===== config.mk =====
export PLATFORM = sky130hd
export DESIGN_NAME = top_ps2_pcm
export DESIGN_NICKNAME = d
export VERILOG_FILES = /design/src/rtl/top_ps2_pcm.sv
export SDC_FILE = /design/constraint.sdc
export NUM_CORES = 1
export LEC_CHECK = 0
export CAP_MARGIN = 5
export CORE_MARGIN = 2
export CORE_UTILIZATION = 55
export CTS_CLUSTER_SIZE = 24
export DETAILED_ROUTE_END_ITERATION = 12
export PLACE_DENSITY_LB_ADDON = 0.1
export RECOVER_POWER = 50
export SLEW_MARGIN = 30
export SYNTH_ARGS = -nofsm -noshare
export SYNTH_HDL_FRONTEND = slang
export SYNTH_SLANG_ARGS = --single-unit

===== constraint.sdc =====
create_clock -name clk -period 3.5 [get_ports clk]
set_clock_uncertainty 0.1 [all_clocks]
set_input_delay 0.35 -clock clk [delete_from_list [all_inputs] [get_ports clk]]
set_output_delay 0.35 -clock clk [all_outputs]
set_load 0.005 [all_outputs]

===== src/rtl/top_ps2_pcm.sv =====
// PS/2 keyboard to PCM tone player with a 4-digit hex display. Define PS2_TIMEOUT_EN to drop frames stalled for 1 ms.
// A byte reaches the decoder a few cycles after the stop-bit edge. There is no backpressure; a push into a full FIFO is dropped.
module top_ps2_pcm #(
  parameter int SYS_CLK_HZ   = 100_000_000,
  parameter int SAMPLE_HZ    = 32_000,
  parameter int PLAY_SAMPLES = 8000,
  parameter int REFRESH_BITS = 17
) (
  input  logic clk,
  input  logic rst,
  input  logic ps2_clk,
  input  logic ps2_dat,
  output logic aud,
  output logic a, b, c, d, e, f, g, dp,
  output logic an0, an1, an2, an3
);
  localparam logic [31:0] DIV_LAST  = 32'(SYS_CLK_HZ / SAMPLE_HZ - 1);
  localparam logic [31:0] PLAY_LAST = 32'(PLAY_SAMPLES - 1);

  function automatic logic [7:0] sine_rom(input logic [4:0] i);
    case (i)
      5'd0:  sine_rom = 8'h80; 5'd1:  sine_rom = 8'h99; 5'd2:  sine_rom = 8'hB1; 5'd3:  sine_rom = 8'hC7;
      5'd4:  sine_rom = 8'hDA; 5'd5:  sine_rom = 8'hEA; 5'd6:  sine_rom = 8'hF5; 5'd7:  sine_rom = 8'hFD;
      5'd8:  sine_rom = 8'hFF; 5'd9:  sine_rom = 8'hFD; 5'd10: sine_rom = 8'hF5; 5'd11: sine_rom = 8'hEA;
      5'd12: sine_rom = 8'hDA; 5'd13: sine_rom = 8'hC7; 5'd14: sine_rom = 8'hB1; 5'd15: sine_rom = 8'h99;
      5'd16: sine_rom = 8'h80; 5'd17: sine_rom = 8'h67; 5'd18: sine_rom = 8'h4F; 5'd19: sine_rom = 8'h39;
      5'd20: sine_rom = 8'h26; 5'd21: sine_rom = 8'h16; 5'd22: sine_rom = 8'h0B; 5'd23: sine_rom = 8'h03;
      5'd24: sine_rom = 8'h01; 5'd25: sine_rom = 8'h03; 5'd26: sine_rom = 8'h0B; 5'd27: sine_rom = 8'h16;
      5'd28: sine_rom = 8'h26; 5'd29: sine_rom = 8'h39; 5'd30: sine_rom = 8'h4F; default: sine_rom = 8'h67;
    endcase
  endfunction

  // Active-high segment pattern, ordered {a,b,c,d,e,f,g}.
  function automatic logic [6:0] hex7(input logic [3:0] h);
    case (h)
      4'h0: hex7 = 7'b1111110; 4'h1: hex7 = 7'b0110000; 4'h2: hex7 = 7'b1101101; 4'h3: hex7 = 7'b1111001;
      4'h4: hex7 = 7'b0110011; 4'h5: hex7 = 7'b1011011; 4'h6: hex7 = 7'b1011111; 4'h7: hex7 = 7'b1110000;
      4'h8: hex7 = 7'b1111111; 4'h9: hex7 = 7'b1111011; 4'hA: hex7 = 7'b1110111; 4'hB: hex7 = 7'b0011111;
      4'hC: hex7 = 7'b1001110; 4'hD: hex7 = 7'b0111101; 4'hE: hex7 = 7'b1001111; default: hex7 = 7'b1000111;
    endcase
  endfunction

  logic [1:0] clk_sync_q, dat_sync_q;
  logic       clk_filt_q;
  logic [2:0] filt_cnt_q;
  logic       clk_diff, ps2_fall;

  assign clk_diff = clk_sync_q[1] != clk_filt_q;
  assign ps2_fall = clk_diff && (filt_cnt_q == 3'd7) && !clk_sync_q[1];

  always_ff @(posedge clk) begin
    if (rst) begin
      clk_sync_q <= 2'b11;
      dat_sync_q <= 2'b11;
      clk_filt_q <= 1'b1;
      filt_cnt_q <= '0;
    end else begin
      clk_sync_q <= {clk_sync_q[0], ps2_clk};
      dat_sync_q <= {dat_sync_q[0], ps2_dat};
      if (!clk_diff) begin
        filt_cnt_q <= '0;
      end else if (filt_cnt_q == 3'd7) begin
        clk_filt_q <= clk_sync_q[1];
        filt_cnt_q <= '0;
      end else begin
        filt_cnt_q <= filt_cnt_q + 3'd1;
      end
    end
  end

  // After ten edges frame_q holds {parity, d7..d0, start}; the stop bit is checked live.
  logic [3:0] bit_cnt_q;
  logic [9:0] frame_q;
  logic       frame_ok, push, to_clear;

  assign frame_ok = !frame_q[0] && dat_sync_q[1] && (^frame_q[9:1]);
  assign push     = ps2_fall && (bit_cnt_q == 4'd10) && frame_ok;

`ifdef PS2_TIMEOUT_EN
  localparam logic [31:0] TO_LAST = 32'(SYS_CLK_HZ / 1000 - 1);
  logic [31:0] to_cnt_q;
  always_ff @(posedge clk) begin
    if (rst || ps2_fall || bit_cnt_q == 4'd0) to_cnt_q <= '0;
    else                                      to_cnt_q <= to_cnt_q + 32'd1;
  end
  assign to_clear = (bit_cnt_q != 4'd0) && (to_cnt_q == TO_LAST);
`else
  assign to_clear = 1'b0;
`endif

  always_ff @(posedge clk) begin
    if (rst) begin
      bit_cnt_q <= '0;
      frame_q   <= '0;
    end else if (ps2_fall) begin
      frame_q   <= {dat_sync_q[1], frame_q[9:1]};
      bit_cnt_q <= (bit_cnt_q == 4'd10) ? 4'd0 : bit_cnt_q + 4'd1;
    end else if (to_clear) begin
      bit_cnt_q <= '0;
    end
  end

  logic [7:0] fifo_mem_q [8];
  logic [2:0] wr_ptr_q, rd_ptr_q;
  logic [3:0] fifo_cnt_q;
  logic       do_push, pop;
  logic [7:0] pop_byte;

  assign do_push  = push && (fifo_cnt_q != 4'd8);
  assign pop      = fifo_cnt_q != 4'd0;
  assign pop_byte = fifo_mem_q[rd_ptr_q];

  always_ff @(posedge clk) begin
    if (do_push) fifo_mem_q[wr_ptr_q] <= frame_q[8:1];
  end

  always_ff @(posedge clk) begin
    if (rst) begin
      wr_ptr_q   <= '0;
      rd_ptr_q   <= '0;
      fifo_cnt_q <= '0;
    end else begin
      if (do_push) wr_ptr_q <= wr_ptr_q + 3'd1;
      if (pop)     rd_ptr_q <= rd_ptr_q + 3'd1;
      fifo_cnt_q <= fifo_cnt_q + {3'b000, do_push} - {3'b000, pop};
    end
  end

  logic [31:0] div_q, samp_cnt_q;
  logic        strobe, brk_q, playing_q;
  logic [7:0]  last_code_q, key_count_q;
  logic [15:0] phase_q;

  assign strobe = div_q == DIV_LAST;

  always_ff @(posedge clk) begin
    if (rst || strobe) div_q <= '0;
    else               div_q <= div_q + 32'd1;
  end

  // A make code is applied after the strobe update so that it always restarts playback cleanly.
  always_ff @(posedge clk) begin
    if (rst) begin
      brk_q       <= 1'b0;
      last_code_q <= '0;
      key_count_q <= '0;
      playing_q   <= 1'b0;
      samp_cnt_q  <= '0;
      phase_q     <= '0;
    end else begin
      if (playing_q && strobe) begin
        phase_q    <= phase_q + {2'b00, last_code_q, 6'b000000};
        samp_cnt_q <= samp_cnt_q + 32'd1;
        if (samp_cnt_q == PLAY_LAST) playing_q <= 1'b0;
      end
      if (pop) begin
        if (pop_byte == 8'hF0) begin
          brk_q <= 1'b1;
        end else if (pop_byte == 8'hE0) begin
          brk_q <= brk_q;
        end else if (brk_q) begin
          brk_q <= 1'b0;
        end else begin
          last_code_q <= pop_byte;
          key_count_q <= key_count_q + 8'd1;
          playing_q   <= 1'b1;
          samp_cnt_q  <= '0;
          phase_q     <= '0;
        end
      end
    end
  end

  logic [8:0] acc_q;
  logic       aud_q;
  logic [7:0] sample;

  assign sample = sine_rom(phase_q[15:11]);

  always_ff @(posedge clk) begin
    if (rst || !playing_q) begin
      acc_q <= '0;
      aud_q <= 1'b0;
    end else begin
      acc_q <= {1'b0, acc_q[7:0]} + {1'b0, sample};
      aud_q <= acc_q[8];
    end
  end
  assign aud = aud_q;

  logic [REFRESH_BITS-1:0] refresh_q;
  logic [1:0]              sel;
  logic [3:0]              digit;

  always_ff @(posedge clk) begin
    if (rst) refresh_q <= '0;
    else     refresh_q <= refresh_q + REFRESH_BITS'(1);
  end

  assign sel = refresh_q[REFRESH_BITS-1 -: 2];

  always_comb begin
    digit = last_code_q[3:0];
    case (sel)
      2'd1:    digit = last_code_q[7:4];
      2'd2:    digit = key_count_q[3:0];
      2'd3:    digit = fifo_cnt_q;
      default: digit = last_code_q[3:0];
    endcase
  end

  assign {a, b, c, d, e, f, g}  = ~hex7(digit);
  assign {an3, an2, an1, an0}   = ~(4'b0001 << sel);
  assign dp                     = !((sel == 2'd0) && playing_q);
endmodule


==> results of run 1 <==
registers in the layout, indices dropped and copies added (netlist names), 2 cells and up, named ones only:
name         cells
fifo_mem_q      64
div_q           32
samp_cnt_q      32
refresh_q       17
frame_q         10
phase_q         10
acc_q            9
last_code_q      8
sample           8
bit_cnt_q        4
fifo_cnt_q       4
key_count_q      4
filt_cnt_q       3
rd_ptr_q         3
wr_ptr_q         3
clk_sync_q       2
dat_sync_q       2
cells in the final DEF (no fill, tap or decap), types with 6 or more instances in the layout:
cell type / n
a211oi_1: 8
a21oi_1: 56
and3_1: 18
buf_4: 29
clkbuf_1: 17
clkbuf_16: 25
clkdlybuf4s50_1: 11
dfxtp_1: 156
edfxtp_1: 64
ha_1: 43
inv_1: 44
mux2_2: 19
mux2i_1: 12
mux4_2: 15
nand2_1: 97
nand2b_1: 11
nand3_1: 27
nand4_1: 15
nor2_1: 134
nor2b_1: 13
nor3_1: 16
nor4_1: 12
o21a_1: 6
o21ai_0: 30
o22ai_1: 6
or2_2: 8
or3_1: 18
xnor2_1: 37
xor2_1: 54
where the power goes:
| part | switching (mW) | internal (mW) |
|---|---|---|
| clock | 0.999 | 1.65 |
| sequential | 0.120 | 2.75 |
| combinational | 0.805 | 0.719 |
worst paths after layout:
| check | startpoint | end | slack [ps] | depth (start not counted) |
|---|---|---|---|---|
| max | refresh_q[15] | d | 210 | 8 |
| min reg2reg | clk_sync_q[0] | clk_sync_q[1] | 320 | 1 |
| max reg2reg | register | sample[2] | 210 | 11 |
| min | ps2_dat | dat_sync_q[0] | 300 | 2 |
critical path, delay by kind of cell, from the launching register on:
kind / cells / cell delay, ps
adders and majority gates: 1 / 180
DFF: 1 / 470
and+or+nand+nor: 1 / 110
buffers and inverters: 3 / 740
AOI/OAI and AO/OA: 2 / 220
muxes: 1 / 620
kinds of logic (layout without fill, tap and decap cells):
| kind of cell | Yosys count | after routing | share of synthesized area |
|---|---|---|---|
| XOR/XNOR | 93 | 93 | 0.0811 |
| multiplexers | 46 | 46 | 0.0640 |
| flip-flops | 222 | 222 | 0.484 |
| AND/OR/NAND/NOR | 402 | 402 | 0.186 |
| AO/OA/AOI/OAI | 157 | 157 | 0.0962 |
| adder cells (fa/ha/maj) | 46 | 46 | 0.0569 |
| buffers and inverters | 83 | 146 | 0.0316 |
timing repair:
item | in CTS | in global routing
gates resized for setup | 0 | 5
setup endpoints to repair | 0 | 8
endpoints found under the hold margin | 0 | 0
synthesized netlist by cell type (9+ instances only):
cell	instances
or3_1	18
nor4_1	13
nand3_1	27
nor3_1	16
mux2i_1	12
buf_2	9
nand4_1	15
nor2b_1	13
mux4_2	15
nand2b_1	11
xnor2_1	37
clkbuf_1	22
nand2_1	97
a21oi_1	56
mux2_2	19
inv_1	44
dfxtp_1	158
and3_1	18
nor2_1	135
xor2_1	54
ha_1	43
o21ai_0	29
edfxtp_1	64
metal layers:
layer,global-route usage,up-vias,wire (microns)
li1,-,3788,-
met1,0.284,3488,9620
met2,0.348,116,9520
met3,0.0323,43,667
met4,0.0753,0,691
met5,0,-,0
area by class of cell:
type / count / share of cell area
Tap cell: 234 / 0.0246
Sequential cell: 222 / 0.427
Clock inverter: 12 / 0.0133
Timing Repair Buffer: 55 / 0.0344
Inverter: 45 / 0.0143
Multi-Input combinational cell: 744 / 0.429
Clock buffer: 34 / 0.0570
per-stage QoR:
| step | total power [mW] | hold WS, ps | instances | utilization | area (sq um) |
|---|---|---|---|---|---|
| after global placement | 4.44 | 305 | 1300 | 0.594 | 11100 |
| after floorplan | 3.95 | 289 | 1049 | - | 10500 |
| after CTS | 7.11 | 290 | 1346 | 0.638 | 11900 |
| after detailed placement | 4.45 | 303 | 1300 | 0.594 | 11100 |
| final | 7.04 | 302 | 1346 | 0.637 | 11900 |
| after global routing | 7.40 | 298 | 1346 | 0.637 | 11900 |
==> results.py, run 1 <==
metrics = {
    "yosys": {
        "synth_area_leader_cell": "dfxtp_1",
        "synth_top_cell_area_share": 0.301,
        "syn_nets": 1099,
        "syn_area_sq_um": 10500,
        "syn_area_per_cell_sq_um": 10.0,
        "async_flop_share": 0,
        "synth_area_leaders": "dfxtp_1 30%, edfxtp_1 18%, ha_1 5.1%",
        "ys_ff_latch": 222,
        "yosysWarnings": 0,
        "syn_inst": 1049,
        "seq_area_frac_synth": 0.484,
        "synthFlopType": "dfxtp_1",
        "synth_edf_count": 64,
        "synth.distinct_cells": 79,
    },
    "route": {
        "vias_per_cell": 5.52,
        "drtPass1Iterations": 5,
        "ant_nets": 0,
        "routed-via-count": 7435,
        "route.detailed.drc": 0,
        "wire_per_inst_microns": 15.2,
        "routed_wirelength_microns": 20500,
        "drtIter0Drc": 502,
    },
    "clock_network": {
        "postCtsSetupBuffers": 0,
        "path_clk_slew_ps": 60,
        "cts-root-buf": "clkbuf_16",
        "cts_sinks": 222,
        "clk_path_buf_depth": 3,
        "cts_tree": "built",
        "clkLatencyLatePin_ps": 510,
        "cts_buffers": 25,
        "h-tree-depth": 1,
        "hold_buffers": 0,
    },
    "setup_path": {
        "path_max_fanout": 10,
        "crit_path_end_kind": "output port",
        "cp_common_cell": "inv_1",
        "worstPathRequired_ps": 3050,
        "cp-start-kind": "register",
        "arrival_ps": 2840,
        "crit_type": "reg2out",
        "crit_chain": "mux4_2 -> inv_1 -> ha_1 -> inv_1 -> nor2_1 -> a211oi_1 -> a31oi_1 -> clkdlybuf4s50_1",
        "crit_path_top_delay_cell": "mux4_2",
        "slowest_delay_ps": 620,
    },
    "pwr": {
        "ir_drop_mv": 0.421,
        "p_per_area_nw_per_um2": 591,
        "p_leak_nw": 4.32,
    },
    "placement": {
        "preCtsSetupSlack_ps": 65.3,
        "place_congestion": 0.900,
        "port_buffers": 16,
        "hpwl_microns": 14200,
    },
    "floorplanning": {
        "die_area_sq_um": 20200,
        "initial_core_util": 0.562,
        "die_w_microns": 142,
        "std_cell_rows": 50,
        "ios": 17,
        "core-area_sq_um": 18700,
        "die_height_microns": 142,
    },
    "timing": {
        "hold_viol": 0,
        "period_minus_slack_ps": 3290,
        "max_freq_mhz": 304,
        "relSlewSlack": 0.209,
        "tightest_slew_ps": 1170,
        "fin_ws_ps": 212,
        "finalCritPeriodShare": 0.939,
        "rsz0062_at_grt": "no",
        "setup_violations": 0,
        "drv_slew": 0,
        "final.setup.tns_ps": 0,
    },
    "global_route": {
        "grt_pass1_wl_microns": 35100,
        "grt_pass1_vias": 7252,
        "globalRouteTotalUtil": 0.211,
        "antenna_found_initial": 0,
        "grt_max_degree": 64,
        "grt-ovfl-total": 0,
    },
    "cells_and_area": {
        "seqCellArea_sq_um": 5090,
        "drive_above_1_share": 0.117,
        "final_nets": 1143,
        "fill_cells": 1568,
        "area_delta_synth_final_pct": 13.4,
        "diodes": 0,
        "multi_input_area_sq_um": 5110,
    },
    "flow_run": {
        "maxCapViolCount": 0,
    },
    "run_status": {
        "status": "finished clean",
    },
    "worst_hold_path": {
        "hp-class": "in2reg",
    },
}
No activity file was read; power rests on OpenSTA's default activity.
==> run 2: changes to the inputs <==
--- a/config.mk
+++ b/config.mk
@@ -10,6 +10,7 @@
 export CORE_UTILIZATION = 55
 export CTS_CLUSTER_SIZE = 24
 export DETAILED_ROUTE_END_ITERATION = 12
+export GPL_TIMING_DRIVEN = 0
 export PLACE_DENSITY_LB_ADDON = 0.1
 export RECOVER_POWER = 50
 export SLEW_MARGIN = 30
==> run 2 against run 1 <==
Effect of this change:
- sequential share of layout area is 0.70 points lower
- largest power group unchanged
- register-to-register slack got worse by 97 ps
- largest cell class unchanged
- critical endpoint is now sample[3]
- setup slack worse by 97 ps
- final cell count is 0.59% higher
==> results.py, run 2 (synthesized netlist as in run 1, its figures left out) <==
metrics = {
    "clock_network": {
        "cts-root-buf": "clkbuf_16",
        "clk_path_buf_depth": 3,
        "path_clk_slew_ps": 70,
        "h-tree-depth": 1,
        "cts_buffers": 25,
        "hold_buffers": 0,
        "clkLatencyLatePin_ps": 520,
        "cts_sinks": 222,
        "cts_tree": "built",
    },
    "global_route": {
        "antenna_found_initial": 0,
        "globalRouteTotalUtil": 0.218,
        "grt-ovfl-total": 0,
        "grt_pass1_wl_microns": 35700,
        "grt_pass1_vias": 7305,
        "grt_max_degree": 16,
    },
    "cells_and_area": {
        "layout.cells.non_filler": 1354,
        "top_regs": "fifo_mem_q: 64 flops, div_q: 32 flops, samp_cnt_q: 32 flops",
        "top_register": "fifo_mem_q",
        "fill_cells": 1487,
        "design_area_sq_um": 12100,
        "drive_above_1_share": 0.130,
        "seqCellArea_sq_um": 5090,
        "final_cell_mix": "155 x dfxtp_1, 134 x nor2_1, 96 x nand2_1",
        "largest_reg_flops": 64,
        "final_nets": 1151,
        "final_core_util": 0.648,
        "multi_input_area_sq_um": 5250,
        "diodes": 0,
        "final_common_cell": "dfxtp_1",
        "area_delta_synth_final_pct": 15.4,
    },
    "pwr": {
        "pwr-share-clk": 0.379,
        "ir_drop_mv": 0.484,
        "intPower_mw": 5.20,
        "p_comb_frac": 0.225,
        "power_mw": 7.28,
        "p_per_area_nw_per_um2": 601,
        "p_sw_mw": 2.08,
        "switching_share": 0.286,
        "p_leak_nw": 4.37,
        "pwr-share-seq": 0.396,
    },
    "timing": {
        "hold_viol": 0,
        "finalCritPeriodShare": 0.967,
        "relSlewSlack": 0.418,
        "period_minus_slack_ps": 3380,
        "rsz0062_at_grt": "yes",
        "final.setup.tns_ps": 0,
        "whs_ps": 285,
        "fin_ws_ps": 116,
        "drv_slew": 0,
        "max_freq_mhz": 295,
        "tightest_slew_ps": 870,
        "setup_violations": 0,
    },
    "worst_hold_path": {
        "hp-class": "in2reg",
    },
    "route": {
        "wire_per_inst_microns": 15.9,
        "drtIter0Drc": 414,
        "route.detailed.drc": 0,
        "ant_nets": 0,
        "vias_per_cell": 5.56,
        "routed-via-count": 7529,
        "routed_wirelength_microns": 21600,
        "drtPass1Iterations": 7,
    },
    "run_status": {
        "status": "finished clean",
    },
    "floorplanning": {
        "initial_core_util": 0.562,
        "std_cell_rows": 50,
        "core-area_sq_um": 18700,
        "die_w_microns": 142,
        "die_area_sq_um": 20200,
        "die_height_microns": 142,
        "ios": 17,
    },
    "placement": {
        "port_buffers": 16,
        "place_area_sq_um": 11000,
        "place_congestion": 0.904,
        "preCtsSetupSlack_ps": -813,
        "hpwl_microns": 14800,
        "dp.cells": 1300,
    },
    "setup_path": {
        "worstPathRequired_ps": 3800,
        "cp-start-kind": "register",
        "arrival_ps": 3680,
        "crit_type": "reg2reg",
        "crit_path_end_kind": "register",
        "path_max_fanout": 10,
    },
    "flow_run": {
        "maxCapViolCount": 0,
    },
}
run 2: final cells by class:
type | instances | share of cell area
clock inverters | 16 | 0.0169
flip-flops and latches | 222 | 0.420
multi-input cells | 744 | 0.433
clock buffers | 30 | 0.0556
well taps | 234 | 0.0242
inverters | 45 | 0.0140
repair buffers | 29 | 0.0206
plain buffers | 34 | 0.0154
run 2: path summary, 6_finish.rpt:
kind	from	to	slack (ps)	cells past startpoint
max	register	sample[3]	120	13
min	ps2_clk	clk_sync_q[0]	290	2
max reg2reg	register	sample[3]	120	13
min reg2reg	dat_sync_q[0]	dat_sync_q[1]	320	1
run 2: layer usage:
metal,track usage,wire [microns]
met5,0,0
met4,0.0668,489
met3,0.0316,763
met2,0.370,10300
met1,0.289,9980
run 2: critical path, stage by stage (launching register included):
cell and delay [ps]:
dfxtp_4 380, buf_6 160, buf_6 180, mux2_2 360
a31oi_1 180, o211ai_1 240, a31oi_4 290, buf_6 180
buf_8 160, nor2_4 70, ha_1 320, mux2_2 280
a211oi_2 240, o32ai_2 110
run 2: power by group through the flow:
| stage | logic, mW | clock network (mW) | registers (mW) |
|---|---|---|---|
| floorplan | 1.08 | 0 | 2.87 |
| global placement | 1.48 | 0 | 2.92 |
| detailed placement | 1.51 | 0 | 2.92 |
| CTS | 1.59 | 2.80 | 2.86 |
| global route | 1.82 | 2.91 | 2.90 |
| finish | 1.64 | 2.76 | 2.88 |
run 2: timing repair:
action                     in CTS  in global routing
setup endpoints to repair      54                 48
pin swaps                       6                  7
buffers inserted                6                  6
resized for setup              26                 16
